==> config.mk <==
export PLATFORM = sky130hd
export DESIGN_NAME = duck_motion
export DESIGN_NICKNAME = d
export VERILOG_FILES = /design/src/rtl/duck_motion.sv
export SDC_FILE = /design/constraint.sdc
export NUM_CORES = 1
export LEC_CHECK = 0
export ABC_AREA = 1
export BUFFER_PORTS_ARGS = -buffer_cell sky130_fd_sc_hd__buf_2
export CAP_MARGIN = 5
export CORE_MARGIN = 2
export CORE_UTILIZATION = 50
export DETAILED_ROUTE_END_ITERATION = 12
export PLACE_DENSITY_LB_ADDON = 0.08
export RECOVER_POWER = 100
export SLEW_MARGIN = 10
export SYNTH_ARGS = -nofsm -noshare
export SYNTH_HDL_FRONTEND = slang
export SYNTH_SLANG_ARGS = --single-unit
==> constraint.sdc <==
create_clock -name Clk -period 2.16 [get_ports Clk]
set_input_delay 0 -clock Clk [delete_from_list [all_inputs] [get_ports Clk]]
set_output_delay 0 -clock Clk [all_outputs]
set_load 0.01 [all_outputs]
==> src/rtl/duck_motion.sv <==
// Per-duck flight controller: spawn, fly/bounce, hit pause, fall and escape, advanced once per frame.
// Optional build macro DUCK_ZIGZAG_EN enables random mid-flight x heading flips.
module duck_motion #(
    parameter int unsigned X_MAX        = 608,
    parameter int unsigned Y_MIN        = 0,
    parameter int unsigned Y_FLOOR      = 368,
    parameter int unsigned STEP         = 2,
    parameter int unsigned FALL_STEP    = 4,
    parameter int unsigned FLY_FRAMES   = 512,
    parameter int unsigned PAUSE_FRAMES = 30
) (
    input  logic        Clk,
    input  logic        Reset,
    input  logic        frame_tick,
    input  logic [31:0] rand_data,
    input  logic        start,
    input  logic        hit,
    output logic [9:0]  duck_x,
    output logic [9:0]  duck_y,
    output logic        dir_right,
    output logic        dir_up,
    output logic        duck_active,
    output logic [2:0]  state,
    output logic        fallen,
    output logic        escaped
);

    localparam int unsigned CNT_MAX = (FLY_FRAMES > PAUSE_FRAMES) ? FLY_FRAMES : PAUSE_FRAMES;
    localparam int unsigned CW      = $clog2(CNT_MAX + 1);
    localparam int unsigned AW      = 11;

    typedef enum logic [2:0] {
        S_IDLE   = 3'd0,
        S_FLY    = 3'd1,
        S_HIT    = 3'd2,
        S_FALL   = 3'd3,
        S_ESCAPE = 3'd4,
        S_DONE   = 3'd5
    } state_e;

    state_e          state_q;
    logic [9:0]      duck_x_q;
    logic [9:0]      duck_y_q;
    logic            dir_right_q;
    logic            dir_up_q;
    logic            duck_active_q;
    logic            fallen_q;
    logic            escaped_q;
    logic [CW-1:0]   cnt_q;

    logic            zig_c;
    logic            dir_r_eff_c;
    logic [AW-1:0]   x_up_c;
    logic [AW-1:0]   x_dn_c;
    logic [AW-1:0]   y_up_c;
    logic [AW-1:0]   y_dn_c;
    logic [AW-1:0]   y_fall_c;
    logic [9:0]      x_nxt_c;
    logic [9:0]      y_nxt_c;
    logic            dir_r_nxt_c;
    logic            dir_u_nxt_c;
    logic [9:0]      spawn_x_c;
    logic [CW-1:0]   cnt_inc_c;
    logic            unused_c;

`ifdef DUCK_ZIGZAG_EN
    assign zig_c    = (rand_data[15:11] == 5'd0);
    assign unused_c = ^rand_data[31:16];
`else
    assign zig_c    = 1'b0;
    assign unused_c = ^rand_data[31:11];
`endif

    assign dir_r_eff_c = dir_right_q ^ zig_c;
    assign x_up_c      = {1'b0, duck_x_q} + AW'(STEP);
    assign x_dn_c      = {1'b0, duck_x_q} - AW'(STEP);
    assign y_up_c      = {1'b0, duck_y_q} - AW'(STEP);
    assign y_dn_c      = {1'b0, duck_y_q} + AW'(STEP);
    assign y_fall_c    = {1'b0, duck_y_q} + AW'(FALL_STEP);
    assign spawn_x_c   = rand_data[9:0] % 10'(X_MAX + 1);
    assign cnt_inc_c   = cnt_q + CW'(1);

    // Next flight position with edge clamp and heading inversion on overshoot.
    always_comb begin
        x_nxt_c     = duck_x_q;
        y_nxt_c     = duck_y_q;
        dir_r_nxt_c = dir_r_eff_c;
        dir_u_nxt_c = dir_up_q;
        if (dir_r_eff_c) begin
            if (x_up_c > AW'(X_MAX)) begin
                x_nxt_c     = 10'(X_MAX);
                dir_r_nxt_c = 1'b0;
            end else begin
                x_nxt_c = x_up_c[9:0];
            end
        end else begin
            if ({1'b0, duck_x_q} < AW'(STEP)) begin
                x_nxt_c     = 10'd0;
                dir_r_nxt_c = 1'b1;
            end else begin
                x_nxt_c = x_dn_c[9:0];
            end
        end
        if (dir_up_q) begin
            if ({1'b0, duck_y_q} < AW'(Y_MIN + STEP)) begin
                y_nxt_c     = 10'(Y_MIN);
                dir_u_nxt_c = 1'b0;
            end else begin
                y_nxt_c = y_up_c[9:0];
            end
        end else begin
            if (y_dn_c > AW'(Y_FLOOR)) begin
                y_nxt_c     = 10'(Y_FLOOR);
                dir_u_nxt_c = 1'b1;
            end else begin
                y_nxt_c = y_dn_c[9:0];
            end
        end
    end

    always_ff @(posedge Clk) begin
        if (Reset) begin
            state_q       <= S_IDLE;
            duck_x_q      <= 10'd0;
            duck_y_q      <= 10'(Y_FLOOR);
            dir_right_q   <= 1'b0;
            dir_up_q      <= 1'b1;
            duck_active_q <= 1'b0;
            fallen_q      <= 1'b0;
            escaped_q     <= 1'b0;
            cnt_q         <= '0;
        end else begin
            fallen_q  <= 1'b0;
            escaped_q <= 1'b0;
            case (state_q)
                S_IDLE: begin
                    if (start) begin
                        duck_x_q      <= spawn_x_c;
                        duck_y_q      <= 10'(Y_FLOOR);
                        dir_right_q   <= rand_data[10];
                        dir_up_q      <= 1'b1;
                        cnt_q         <= '0;
                        duck_active_q <= 1'b1;
                        state_q       <= S_FLY;
                    end
                end
                S_FLY: begin
                    // A hit beats both the move and the timeout on the same cycle.
                    if (hit) begin
                        cnt_q   <= '0;
                        state_q <= S_HIT;
                    end else if (frame_tick) begin
                        duck_x_q    <= x_nxt_c;
                        duck_y_q    <= y_nxt_c;
                        dir_right_q <= dir_r_nxt_c;
                        cnt_q       <= cnt_inc_c;
                        if (cnt_inc_c == CW'(FLY_FRAMES)) begin
                            dir_up_q <= 1'b1;
                            state_q  <= S_ESCAPE;
                        end else begin
                            dir_up_q <= dir_u_nxt_c;
                        end
                    end
                end
                S_HIT: begin
                    if (frame_tick) begin
                        cnt_q <= cnt_inc_c;
                        if (cnt_inc_c == CW'(PAUSE_FRAMES)) begin
                            state_q <= S_FALL;
                        end
                    end
                end
                S_FALL: begin
                    if (frame_tick) begin
                        if (y_fall_c >= AW'(Y_FLOOR)) begin
                            duck_y_q      <= 10'(Y_FLOOR);
                            fallen_q      <= 1'b1;
                            duck_active_q <= 1'b0;
                            state_q       <= S_DONE;
                        end else begin
                            duck_y_q <= y_fall_c[9:0];
                        end
                    end
                end
                S_ESCAPE: begin
                    if (frame_tick) begin
                        if ({1'b0, duck_y_q} <= AW'(STEP)) begin
                            duck_y_q      <= 10'd0;
                            escaped_q     <= 1'b1;
                            duck_active_q <= 1'b0;
                            state_q       <= S_DONE;
                        end else begin
                            duck_y_q <= y_up_c[9:0];
                        end
                    end
                end
                S_DONE: begin
                    state_q <= S_IDLE;
                end
                default: begin
                    duck_active_q <= 1'b0;
                    state_q       <= S_IDLE;
                end
            endcase
        end
    end

    assign duck_x      = duck_x_q;
    assign duck_y      = duck_y_q;
    assign dir_right   = dir_right_q;
    assign dir_up      = dir_up_q;
    assign duck_active = duck_active_q;
    assign state       = state_q;
    assign fallen      = fallen_q;
    assign escaped     = escaped_q;

endmodule

* Word-level counts from Yosys, hierarchy flattened
Index checks and enable logic that the tools add are counted.
Cells by class: add/sub/neg operators 6, multipliers 0, divide/modulo/power cells 1, magnitude comparators 6, equality and inequality tests 18, shift operators 0, muxes and demuxes 55, bitwise operators 4, reductions and logical operators 12
Operators with widths (count):
- $mux W10 | 19
- $pmux W10 S4 | 1
- $mux W3 | 10
- $pmux W10 S3 | 1
- $add A10 B2 Y11 const B | 2
- $lt A10 B2 Y1 const B | 2
- $pmux W10 S2 | 1
- $sub A10 B2 Y10 const B | 2
- $mux W1 | 19
- $ne A2 B2 Y1 const B | 9
- $pmux W3 S5 | 1
- $reduce_and A6 Y1 | 2
- $add A10 B3 Y11 const B | 1
- $ge A11 B9 Y1 const B | 1
- $gt A11 B10 Y1 const B | 1
- $gt A11 B9 Y1 const B | 1
- $add A10 B1 Y10 const B | 1
- $eq A10 B10 Y1 const B | 1
- $eq A10 B5 Y1 const B | 1
- $le A10 B2 Y1 const B | 1
- $mod A10 B10 Y10 const B | 1
- $reduce_and A9 Y1 | 1
- $reduce_or A3 Y1 | 3
- $eq A3 B2 Y1 const B | 2
- 12 further kinds | 18
Storage, ports and cells: bits in registers 38, latch bits 0, RAM bits 0, bits in read-only memories 0, input port bits 37, output and inout port bits 28, memories 0

* Depth between registers and ports, before layout
depth in word-level cells 8, mapped depth 15

* Worst setup path before layout
Ideal clock, no wire load.
path kind flip-flop to flip-flop, from reg duck_y_q[3] (netlist: duck_y[3]), to reg duck_y_q[5] (netlist: duck_y[5]), arrival time 1.814 ns, data required time 2.045 ns, slack 0.231 ns, cell stages (with the launch flop) 13, buffers on the path 0, period minus slack after synthesis 1.929 ns, cell sequence dfxtp_1 > inv_1 > ha_1 > a21oi_1 > inv_1 > nor3_2 > nand3_2 > nand3_2 > nand2_2 > a21oi_1 > nand3_1 > nand2_1 > nand2_1
On the way: cells in the longest elaborated chain, start to end 7, elaborated cells between the ends (all ways) 17
RTL lines:
- from (decl) | line 43 | logic [9:0] duck_y_q;
- from (signal assigned) | line 125 | duck_y_q <= 10'(Y_FLOOR);
- from (signal assigned) | line 139 | duck_y_q <= 10'(Y_FLOOR);
- from (signal assigned) | line 154 | duck_y_q <= y_nxt_c;
- $add A10 B2 Y11 | line 78 | assign y_dn_c = {1'b0, duck_y_q} + AW'(STEP);
- $gt A11 B9 Y1 | line 112 | if (y_dn_c > AW'(Y_FLOOR)) begin
- $mux W10 | line 112
- $mux W10 | line 104 | if (dir_up_q) begin
- $mux W10 | line 152 | end else if (frame_tick) begin
- $mux W10 | line 149 | if (hit) begin
- $pmux W10 S4 (*) | line 135 | case (state_q)
Mark *: on every way between the ends. The rest lies on a longest branch, timed or not. The select of a mux whose other input is x is not followed. A chain may end at the register's enable or synchronous reset.

* Worst setup path after layout
from reg duck_y_q[2] (netlist: duck_y[2]), to reg duck_y_q[6] (netlist: duck_y[6])
Same word-level chain as after synthesis.

==> results.txt <==
crit-path max FO - 4
core area - 6760 µm²
first-pass GRT wire length - 15700 µm
Die X-Extent - 87.4 µm
pin count of the biggest net entering global routing - 21
Netlist Area Pre-Place - 3480 µm²
ANT cells - 0
initial core utilization - 51.5%
post-synthesis cell type count - 39
CP Launch Type - register
max cap viols - 0
CTS tree - built
DIE HEIGHT - 87.4 µm
number of synthesized flops with an enable pin - 0
CP top delay family - simple AND/OR/NAND/NOR gates
global route total overflow - 0
post-synthesis mux area share - 0%
Place WS - 92.4 ps
clk_skew - 4.00 ps
Reg clk slew, reported paths - 80 ps
post-synthesis xor/xnor area fraction - 5.54%
Syn Area/Cell - 5.91 µm²
post-synth net total - 638
FF+latch count, synth - 37
Root Buffer - clkbuf_8
Worst R2R Start - duck_y[2]$_SDFFE_PP0P_
GP Congestion - 0.891
R2R Setup Slk - 140 ps
area leader, netlist - dfxtp_1
Worst Setup SP - duck_y[2]$_SDFFE_PP0P_
largest family of logic cells by synthesized area - simple AND/OR/NAND/NOR gates
nets - 692
hold path startpoint - frame_tick
Fin. Hold Viols - 0
WP buf/inv - 2
top post-synthesis cells by area - dfxtp_1, nand2_1, inv_1
Max IR drop VDD - 0.000925 V
Static Leak - 1.88 nW
Synth Instances - 589
Crit-path slowest cell - dfxtp_2
Area Growth Syn to Fin - 14.6%
Cell Area, Placed - 3840 µm²
Tot Pwr - 5.27 mW
row count - 30
Clock Latency Late Sink - 290 ps
critical-path cell list - buf_4 > ha_2 > nand2_1 > nor2_2 > nand2_1 > nand2_1 > clkinv_1 > nand2_2 > nand2_1 > nand2_1 > nand3_1 > a21oi_2 > nand2_1 > nand2_1 > nand2_1
CP dominant cell by count - nand2_1
fin. max-slew vios - 0
top_reg_cell synth - dfxtp_1
final worst-path cycle share - 93.6%
Max Buffers Root-to-Sink - 2
Req. time, crit path - 2330 ps
Port Buffers - 42
HPWL Detailed - 7250 µm
max frequency - 495 MHz
register area share after synthesis - 21.3%
CTS sink cnt - 37
cts bufs inserted - 5
CP max stage delay - 360 ps
DRC violations left - 0
Hold WS - 36.1 ps
FF-to-FF path depth - 15
initial drt markers - 255
H-Tree Level Count - 2
share of cells above drive strength 1 - 16.5%
Pwr Density - 1320 nW/µm²
RSZ-0062 raised after global routing - yes
Synth Area in Compound Gates - 15.7%
R2R Path End - duck_y[6]$_SDFFE_PP1P_
via count - 3821
final setup fails - 0
Setup CP Type - register to register
Yosys warning count - 0
fraction of registers with async set/reset - 0%
Final WS setup - 139 ps
WL/cell - 12.8 µm
Critical Path AT - 2190 ps
fin area - 3990 µm²
Worst Hold Endpoint - cnt_q[6]$_SDFFE_PP0P_
GRT Util Overall - 25.2%
Hold Path Class - input port to register
DRT antenna net count - 0
vias in the first global route - 3361
initial antenna violation count - 0
post-synthesis simple-gate area fraction - 41.9%
Final Critical Period - 2020 ps
vias per cell - 5.28
Filler cells - 707
Ports - 65
DRT Wirelength - 9240 µm
DIE AREA - 7640 µm²
DRT Pass-1 Iters - 4
Setup TNS Final - 0 ps
hold depth - 3
Adder-Cell Fraction of Synth Area - 4.32%
status - complete, no violations
Setup crit end kind - register
share of the synthesized area in the top cell type - 21.3%
-- cell families after synthesis --
kind of cell,count (synthesis)
simple gates,317
flops,37
fa+ha+maj,12
compound gates,103
xor+xnor,22
buf+inv,97
other cells,1
-- Yosys cell counts, types with 6 or more instances --
library cell / n
nand2_1: 152
nor2_4: 6
xor2_1: 20
inv_2: 8
nor3_2: 6
o21ai_0: 42
nand3_1: 46
dfxtp_1: 37
ha_1: 12
o21ai_1: 8
a21oi_1: 41
nor3_1: 8
nand2_2: 15
nor2_1: 61
nand4_1: 10
inv_1: 74
-- cell type report --
class	instances	area, µm²	area share, %
Sequential cell	37	746	18.7
Clock buffer	7	86.3	2.17
Clock inverter	1	30.0	0.754
Inverter	86	327	8.19
Multi-Input combinational cell	455	2390	60.0
Tap cell	80	100	2.51
Timing Repair Buffer	58	305	7.66
-- layout by cell type (no fill, tap or decap), drive strengths merged, types with 2 or more instances in the layout --
master  Yosys  final
o21ai      51     51
dfxtp      37     37
xnor2       2      2
buf         7     37
nor3       14     14
nand2     168    168
nand3b      2      2
o211ai      2      2
clkbuf      4     27
ha         12     12
clkinv      3      3
nand4      10     10
a31oi       3      3
inv        83     83
nor2       71     71
a21oi      42     42
xor2       20     20
nand3      50     50
-- tightest hold or removal path, delay by kind of cell --
kind / cells / cell delay (ps)
buffers and inverters: 1 / 130
AOI/OAI and AO/OA: 1 / 60
and+or+nand+nor: 1 / 80
-- worst max-delay path by stage --
| stage | to | cells past startpoint |
|---|---|---|
| after floorplan | duck_y[5]$_SDFFE_PP1P_ | 12 |
| after detailed placement | state[2]$_SDFFE_PP0P_ | 15 |
| after CTS | duck_y[6]$_SDFFE_PP1P_ | 15 |
| final | duck_y[6]$_SDFFE_PP1P_ | 15 |
| after global routing | duck_y[6]$_SDFFE_PP1P_ | 15 |
| after global placement | duck_y[5]$_SDFFE_PP1P_ | 12 |
-- repair_timing --
action                                 CTS  global route
endpoints found under the hold margin    1             0
hold buffers                             1             0
resized for setup                        0            17
setup endpoints to repair                0            20
buffers inserted                         0             0
-- power breakdown --
group	switching (mW)	leakage (nW)	internal, mW
Sequential	0.335	0.304	0.898
Combinational	2.22	1.52	1.19
Clock	0.251	0.0585	0.377
Total	2.80	1.88	2.47
-- state kept, by name, indices dropped and copies added (netlist names) --
signal,flops
duck_x,10
escaped,1
dir_right,1
duck_active,1
dir_up,1
duck_y,9
fallen,1
cnt_q,10
state,3
-- through the flow --
step           utilization [%]  instances
2_1_floorplan                -        589
3_3_place_gp              56.9        715
3_5_place_dp              56.9        715
4_1_cts                   58.7        724
5_1_grt                   59.0        724
6_report                  59.0        724
-- routing by layer --
metal,part of all wire (%),up-vias,track usage [%]
met2,44,80,39.2
met3,4.8,5,3.13
met1,50,1734,38.0
met4,0.55,0,3.50
met5,0,-,0
li1,-,2002,-
Note: power is estimated with default switching activity, not from simulation.
